### src/rtl/vector_memory_reader.sv
// Fetches a run of consecutive 128-bit vectors from the RAM vector port
// and hands each one to vector writeback over a valid/ready handshake.
module vector_memory_reader #(
  parameter int unsigned ADDR_W  = 8,
  parameter int unsigned LANE_W  = 16,
  parameter int unsigned LANES   = 8,
  parameter int unsigned COUNT_W = 4
) (
  input  logic                      clk,
  input  logic                      reset,
  input  logic                      start,
  input  logic [ADDR_W-1:0]         base_address,
  input  logic [COUNT_W-1:0]        vector_count,
  output logic                      busy,
  output logic                      done,
  output logic [ADDR_W-1:0]         mem_address,
  output logic                      mem_read_enable,
  input  logic [LANES*LANE_W-1:0]   mem_q,
  output logic                      out_valid,
  input  logic                      out_ready,
  output logic [LANES*LANE_W-1:0]   out_vector,
  output logic [COUNT_W-1:0]        out_index
);

  localparam int unsigned VEC_W  = LANES * LANE_W;
  localparam int unsigned CNT1_W = COUNT_W + 1;

  typedef enum logic [2:0] {
    S_IDLE    = 3'd0,
    S_ISSUE   = 3'd1,
    S_CAPTURE = 3'd2,
    S_PRESENT = 3'd3,
    S_DONE    = 3'd4
  } state_t;

  state_t               r_state;
  logic [COUNT_W-1:0]   r_index;
  logic [COUNT_W-1:0]   r_count;
  logic [ADDR_W-1:0]    r_addr;
  logic                 r_busy;
  logic                 r_done;
  logic                 r_rd_en;
  logic                 r_valid;
  logic [VEC_W-1:0]     r_vector;
  logic [COUNT_W-1:0]   r_out_index;

  state_t               w_state_nxt;
  logic [COUNT_W-1:0]   w_index_nxt;
  logic [COUNT_W-1:0]   w_count_nxt;
  logic [ADDR_W-1:0]    w_addr_nxt;
  logic                 w_valid_nxt;
  logic [VEC_W-1:0]     w_vector_nxt;
  logic [COUNT_W-1:0]   w_out_index_nxt;
  logic                 w_last;
  logic                 w_xfer;

  // Extra bit keeps index+1 from aliasing onto a count of 0.
  assign w_last = (CNT1_W'(r_index) + CNT1_W'(1)) == CNT1_W'(r_count);
  assign w_xfer = r_valid && out_ready;

  // Next-state and next-value logic; every output is registered below.
  always_comb begin
    w_state_nxt     = r_state;
    w_index_nxt     = r_index;
    w_count_nxt     = r_count;
    w_addr_nxt      = r_addr;
    w_valid_nxt     = r_valid;
    w_vector_nxt    = r_vector;
    w_out_index_nxt = r_out_index;
    case (r_state)
      S_IDLE: begin
        if (start) begin
          w_count_nxt = vector_count;
          if (vector_count != '0) begin
            w_addr_nxt  = base_address;
            w_index_nxt = '0;
            w_state_nxt = S_ISSUE;
          end else begin
            w_state_nxt = S_DONE;
          end
        end
      end
      S_ISSUE: begin
        w_state_nxt = S_CAPTURE;
      end
      S_CAPTURE: begin
        w_vector_nxt    = mem_q;
        w_out_index_nxt = r_index;
        w_valid_nxt     = 1'b1;
        w_state_nxt     = S_PRESENT;
      end
      S_PRESENT: begin
        if (w_xfer) begin
          w_valid_nxt = 1'b0;
          if (w_last) begin
            w_state_nxt = S_DONE;
          end else begin
            w_index_nxt = r_index + COUNT_W'(1);
            w_addr_nxt  = r_addr + ADDR_W'(1);
            w_state_nxt = S_ISSUE;
          end
        end
      end
      S_DONE: begin
        w_state_nxt = S_IDLE;
      end
      default: begin
        w_state_nxt = S_IDLE;
      end
    endcase
  end

  // State and registered outputs; status flags are decoded from next state.
  always_ff @(posedge clk or negedge reset) begin
    if (!reset) begin
      r_state     <= S_IDLE;
      r_index     <= '0;
      r_count     <= '0;
      r_addr      <= '0;
      r_busy      <= 1'b0;
      r_done      <= 1'b0;
      r_rd_en     <= 1'b0;
      r_valid     <= 1'b0;
      r_vector    <= '0;
      r_out_index <= '0;
    end else begin
      r_state     <= w_state_nxt;
      r_index     <= w_index_nxt;
      r_count     <= w_count_nxt;
      r_addr      <= w_addr_nxt;
      r_busy      <= (w_state_nxt != S_IDLE);
      r_done      <= (w_state_nxt == S_DONE);
      r_rd_en     <= (w_state_nxt == S_ISSUE);
      r_valid     <= w_valid_nxt;
      r_vector    <= w_vector_nxt;
      r_out_index <= w_out_index_nxt;
    end
  end

  assign busy            = r_busy;
  assign done            = r_done;
  assign mem_address     = r_addr;
  assign mem_read_enable = r_rd_en;
  assign out_valid       = r_valid;
  assign out_vector      = r_vector;
  assign out_index       = r_out_index;

endmodule

### config.mk
export PLATFORM = sky130hd
export DESIGN_NAME = vector_memory_reader
export DESIGN_NICKNAME = d
export VERILOG_FILES = /design/src/rtl/vector_memory_reader.sv
export SDC_FILE = /design/constraint.sdc
export NUM_CORES = 1
export LEC_CHECK = 0
export CELL_PAD_IN_SITES_DETAIL_PLACEMENT = 1
export CELL_PAD_IN_SITES_GLOBAL_PLACEMENT = 1
export CORE_UTILIZATION = 32
export DETAILED_ROUTE_END_ITERATION = 8
export GPL_TIMING_DRIVEN = 0
export HOLD_SLACK_MARGIN = 0.08
export PLACE_DENSITY_LB_ADDON = 0.1
export SYNTH_ARGS = -nofsm -noshare
export SYNTH_HDL_FRONTEND = slang
export SYNTH_SLANG_ARGS = --single-unit
### constraint.sdc
create_clock -name clk -period 2.2 [get_ports clk]
set_clock_uncertainty 0.15 [all_clocks]
set_input_delay 0.44 -clock clk [delete_from_list [all_inputs] [get_ports clk]]
set_output_delay 0.44 -clock clk [all_outputs]
set_load 0.02 [all_outputs]
==> flow_summary.ini, run 1 <==
[logic_synthesis]
synth_commonest_cells = dfrtp_1 (155), mux2_2 (136), buf_2 (16)
syn_area_per_cell_um2 = 15.1
synth_top_area_frac = 0.629
syn_nets = 554
synth_seq_cells = 155
synth-edff-count = 0
postSynthCellCount = 408
synth.area.top_cells = dfrtp_1 (63%), mux2_2 (25%), buf_2 (1.3%)
yosysWarnings = 0
ys_seq_area_frac = 0.629
synth.distinct_cells = 40
synthArstFlopShare = 1.00
yosys.area.top_type = dfrtp_1
yosysMostFrequentCell = dfrtp_1
synth_area_um2 = 6170
ys.flop_type = dfrtp_1

[worst_setup_path]
end_kind = primary output
required_ns = 1.61
crit_chain = clkdlybuf4s50_1
critPathMaxStageDelay_ns = 0.65
r2r_slack_ns = 0.08
reg2reg_depth = 7
cp_slowest_cell = clkdlybuf4s50_1
cp_max_fo = 7
critical_path.top_delay_family = buffers and inverters
arrival_ns = 1.54
critPathLaunchType = flip-flop
critPathKind = flip-flop to primary output
timing.rr.start = r_index[2]
critical_path_buf_inv_count = 1
rr_endpoint = mem_address[6]

[sta]
min_period_ns = 2.13
finalHoldViolCount = 0
setup_viol = 0
slew_viol_final = 0
fin_crit_sh = 0.967
fmax_ghz = 0.470
hold_ws_ns = 0.354
tightest_slew_ns = 0.669
slew_headroom = 0.554
tns_ns = 0

[power]
combPwrFrac = 0.480
leakagePower_nw = 4.14
switching_share = 0.358
ir_worst_vdd_v = 0.000598
pwr-share-seq = 0.329
p_sw_mw = 5.58
power_mw = 15.6
cellPowerDensity_nw_per_um2 = 1550
p_int_mw = 10.0
pwr-share-clk = 0.191

[grt]
grt_usage = 0.188
antenna_found_initial = 0
grt_pass1_wl_mm = 28.1
grt_max_degree = 86
grt-ovfl-total = 0
grt_pass1_vias = 5229

[placed_design]
hpwl_mm = 13.7
dp.cells = 956
io_buffers = 287
place_congestion = 0.736

[floorplanning]
rows = 50
die-area_um2 = 19800
io_pins = 288
die_h_um = 141
initial_core_util = 0.328
coreArea_um2 = 18800
die_x_um = 141

[drt]
wl_mm = 18.2
num_vias = 4592
viasPerCell = 4.62
post-route-drc-count = 0
drt_pass1_iterations = 4
wire_per_inst_um = 18.3
ant_nets = 0
drt_iter0_markers = 90

[status]
status = finished clean

[cells_and_area]
syn2layout_area_growth_pct = 63.7
finalNonFillerCells = 995
drive_gt1_frac = 0.278
diodes = 0
num-nets-final = 868

[clocking]
clk_pin_slew_ns = 0.06
htree_levels = 4
cts.sinks = 155
worstSkewPairLatency_ns = 0.42
numCtsBuffers = 17
clockBufferDepth = 2
cts_tree = built
root_buffer = clkbuf_16

[min_path]
min_from = out_vector[13]
hold-path-endpoint = out_vector[13]
min_path_type = flip-flop to flip-flop
hold_path_depth = 1

[flow_run]
cap_violations = 0
[routing by layer]
metal / track usage / routed length [um]
met3: 0.0788 / 1700
met5: 0 / 0
met2: 0.336 / 9500
met1: 0.194 / 6640
met4: 0.0772 / 372
[metrics by stage]
stage                util  worst slack, ns  cell area, um^2
finish              0.536           0.0721            10100
detailed placement  0.499           -0.472             9400
global route        0.536         -0.00365            10100
global placement    0.497            -5.72             9370
floorplan               -            0.184             6170
CTS                 0.533          -0.0123            10000
[cells in the final DEF, fill, tap and decap left out, types with 3 or more instances in the layout]
cell             synthesis  layout
nand3_1                  8       8
o21ai_0                  4       4
a211oi_1                 4       3
clkinvlp_4               0       3
xnor2_1                  3       3
a221o_1                  5       5
clkbuf_4                 0       7
dfrtp_1                155     153
buf_2                   16      10
inv_6                    0       5
inv_1                    5       5
clkbuf_8                 0       3
clkdlybuf4s50_1          0     286
buf_6                    3       4
clkbuf_16                0      17
clkbuf_1                 3       3
nor2_1                  12      11
mux2_2                 136     136
a2bb2oi_1                3       3
nor3_1                   5       5
nand2_1                 10      10
buf_4                    0       5
a22o_1                   4       4
[layout make-up]
type,instances,area (um^2)
plain buffers,22,144
clock buffers,21,470
clock inverters,11,131
fillers,1856,8730
inverters,5,18.8
multi-input cells,226,2170
flip-flops and latches,155,3880
well taps,260,325
repair buffers,295,2950
[repair_timing]
| item | 4_1_cts | 5_1_grt |
|---|---|---|
| resized for setup | 5 | 9 |
| gates cloned | 0 | 1 |
| buffers inserted | 1 | 4 |
| endpoints found under the setup margin | 135 | 74 |
| hold buffers | 1 | 0 |
| pin swaps | 1 | 4 |
| hold endpoints to repair | 70 | 0 |
[how the worst max path moves through the flow]
stage / from / to / slack, ns / depth (start not counted)
global placement: reset / out_vector[11] / -5.72 / 1
global route: r_index[2] / mem_address[6] / -0.004 / 7
detailed placement: r_state[2] / out_vector[68] / -0.47 / 5
floorplan: vector_count[1] / mem_address[0] / 0.18 / 7
CTS: r_state[2] / out_vector[68] / -0.01 / 5
finish: mem_address[0] / mem_address[0] / 0.07 / 1
[power by group through the flow]
stage	clock, mW	combinational, mW	sequential [mW]
global placement	0	7.32	5.06
finish	2.98	7.49	5.13
global route	3.18	7.93	5.35
detailed placement	0	7.46	5.17
CTS	3.06	7.54	5.16
floorplan	0	2.16	6.69
[cell families (layout without fill, tap and decap cells)]
family | Yosys count | count (layout) | share of synthesized area
AO/OA/AOI/OAI | 31 | 31 | 0.0395
XOR/XNOR | 5 | 5 | 0.00710
adder cells (fa/ha/maj) | 2 | 2 | 0.00406
buffers and inverters | 27 | 354 | 0.0233
flip-flops | 155 | 155 | 0.629
multiplexers | 139 | 139 | 0.253
AND/OR/NAND/NOR | 49 | 49 | 0.0438
[flip-flops by register name (all words and copies together), names as in the netlist]
signal           flops
out_index            4
r_count              4
mem_read_enable      1
out_vector         128
mem_address          8
done                 1
out_valid            1
r_state              3
r_index              4
busy                 1
Power figures use the tool's default switching activity.
==> inputs of run 2 (changes only) <==
CTS_BUF_LIST = sky130_fd_sc_hd__clkbuf_8 sky130_fd_sc_hd__clkbuf_16   (was unset)
PLACE_DENSITY = 0.89   (was unset)
PLACE_DENSITY_LB_ADDON = unset   (was 0.1)
==> run 2 against run 1 <==
Effect of this change: design area is 0.43% lower; combinational power is 1% higher; total power is 0.38% higher; worst setup slack worse by 0.0011 ns; sequential power is 2% higher; register-to-register slack hardly changed; die area stayed put; first-iteration DRC count is 17% higher; critical path depth is 7 higher; highest routed layer unchanged.
==> flow_summary.ini, run 2 (same netlist as run 1, synthesis figures left out) <==
[sta]
tns_ns = 0
fmax_ghz = 0.470
finalHoldViolCount = 0
slew_viol_final = 0
setup_viol = 0
fin_crit_sh = 0.968
slew_headroom = 0.578
setup_slack_ns = 0.0709
tightest_slew_ns = 0.631
min_period_ns = 2.13

[grt]
antenna_found_initial = 0
grt_max_degree = 95
grt_pass1_vias = 5354
grt_usage = 0.199
grt_pass1_wl_mm = 30.0
grt-ovfl-total = 0

[drt]
drt_iter0_markers = 105
post-route-drc-count = 0
wire_per_inst_um = 19.3
ant_nets = 0
viasPerCell = 4.68
drt_pass1_iterations = 5
num_vias = 4647
wl_mm = 19.1

[floorplanning]
initial_core_util = 0.328
die_x_um = 141
rows = 50
coreArea_um2 = 18800
die-area_um2 = 19800
die_h_um = 141
io_pins = 288

[cells_and_area]
largest_register_ffs = 128
final_common_cell = clkdlybuf4s50_1
mostFrequentLayoutCells = clkdlybuf4s50_1 (285), dfrtp_1 (153), mux2_2 (136), clkbuf_16 (17), buf_2 (13)
finalCoreUtilization = 0.534
syn2layout_area_growth_pct = 62.9
diodes = 0
num-nets-final = 866
multiInputGateArea_um2 = 2170
fillerInstances = 1849
design_area_um2 = 10100
drive_gt1_frac = 0.275
seq_area_um2 = 3880

[placed_design]
place_congestion = 0.771
placed_area_um2 = 9400
hpwl_mm = 14.7
pre_cts_slack_ns = -0.435
io_buffers = 287

[clocking]
cts.sinks = 155
root_buffer = clkbuf_16
htree_levels = 4
cts_tree = built
clk_pin_slew_ns = 0.06
worstSkewPairLatency_ns = 0.42
numCtsBuffers = 17
clockBufferDepth = 2

[flow_run]
cap_violations = 0

[worst_setup_path]
timing.rr.start = r_index[2]
startpoint = vector_count[1]
cp_max_fo = 10
crit_chain = clkdlybuf4s50_1 > or4_4 > a31oi_1 > or2_1 > buf_6 > a21oi_4 > buf_6 > a22o_1
end_kind = flip-flop
required_ns = 2.36
critPathKind = input port to flip-flop
critical_path_buf_inv_count = 3
critPathLaunchType = input port
arrival_ns = 2.29
cpMostUsedCell = buf_6
cp_slowest_cell = or4_4
critPathMaxStageDelay_ns = 0.56
critical_path.top_delay_family = buffers and inverters

[power]
leakagePower_nw = 4.13
ir_worst_vdd_v = 0.000808
cellPowerDensity_nw_per_um2 = 1560
power_mw = 15.7

[min_path]
min_path_type = flip-flop to flip-flop
min_from = out_vector[31]

[status]
status = finished clean
run 2: layout make-up:
| cell class | instances | share of cell area |
|---|---|---|
| flip-flops and latches | 155 | 0.386 |
| well taps | 260 | 0.0324 |
| multi-input cells | 226 | 0.216 |
| plain buffers | 22 | 0.0133 |
| repair buffers | 293 | 0.293 |
| clock inverters | 14 | 0.0149 |
| clock buffers | 17 | 0.0423 |
| inverters | 5 | 0.00187 |
run 2: worst reg2reg max path, delay by kind of cell, from the launching register on:
family,cells,cell delay [ns]
flops,1,0.51
xor+xnor,1,0.28
simple gates,2,0.34
compound gates,2,0.57
buf+inv,1,0.15
run 2: final timing paths:
path / endpoint / slack (ns) / cells past startpoint
setup / recovery: mem_address[0] / 0.07 / 8
hold / removal: out_vector[31] / 0.35 / 1
setup reg to reg: mem_address[6] / 0.09 / 6
hold reg to reg: out_vector[31] / 0.35 / 1
max in group asynchronous: out_vector[11] / 0.62 / 3
min in group asynchronous: out_vector[59] / 0.41 / 2
run 2: report_power, final:
group | total, mW | internal (mW) | switching (mW) | leakage, nW
clock network | 2.88 | 1.67 | 1.21 | 0.269
registers | 5.21 | 4.27 | 0.939 | 1.84
logic | 7.57 | 3.97 | 3.59 | 2.02
total | 15.7 | 9.91 | 5.75 | 4.13
run 2: repair_timing:
| action | 4_1_cts | 5_1_grt |
|---|---|---|
| endpoints found under the hold margin | 61 | 0 |
| pin swaps | 1 | 2 |
| hold buffers | 1 | 0 |
| endpoints found under the setup margin | 128 | 16 |
| setup buffers | 2 | 2 |
| cloned | 0 | 0 |
| gates resized for setup | 7 | 5 |
run 2: metrics by stage:
stage	instances	hold slack, ns
after floorplan	408	-0.00559
after global placement	955	0.338
after detailed placement	956	0.311
after CTS	990	0.360
after global routing	992	0.374
final	992	0.353
run 2: layer usage:
metal	routed length, um	vias up	global-route usage
met5	0	-	0
met4	397	0	0.0744
met2	10500	196	0.377
met1	6790	2337	0.201
li1	-	2085	-
met3	1420	29	0.0659
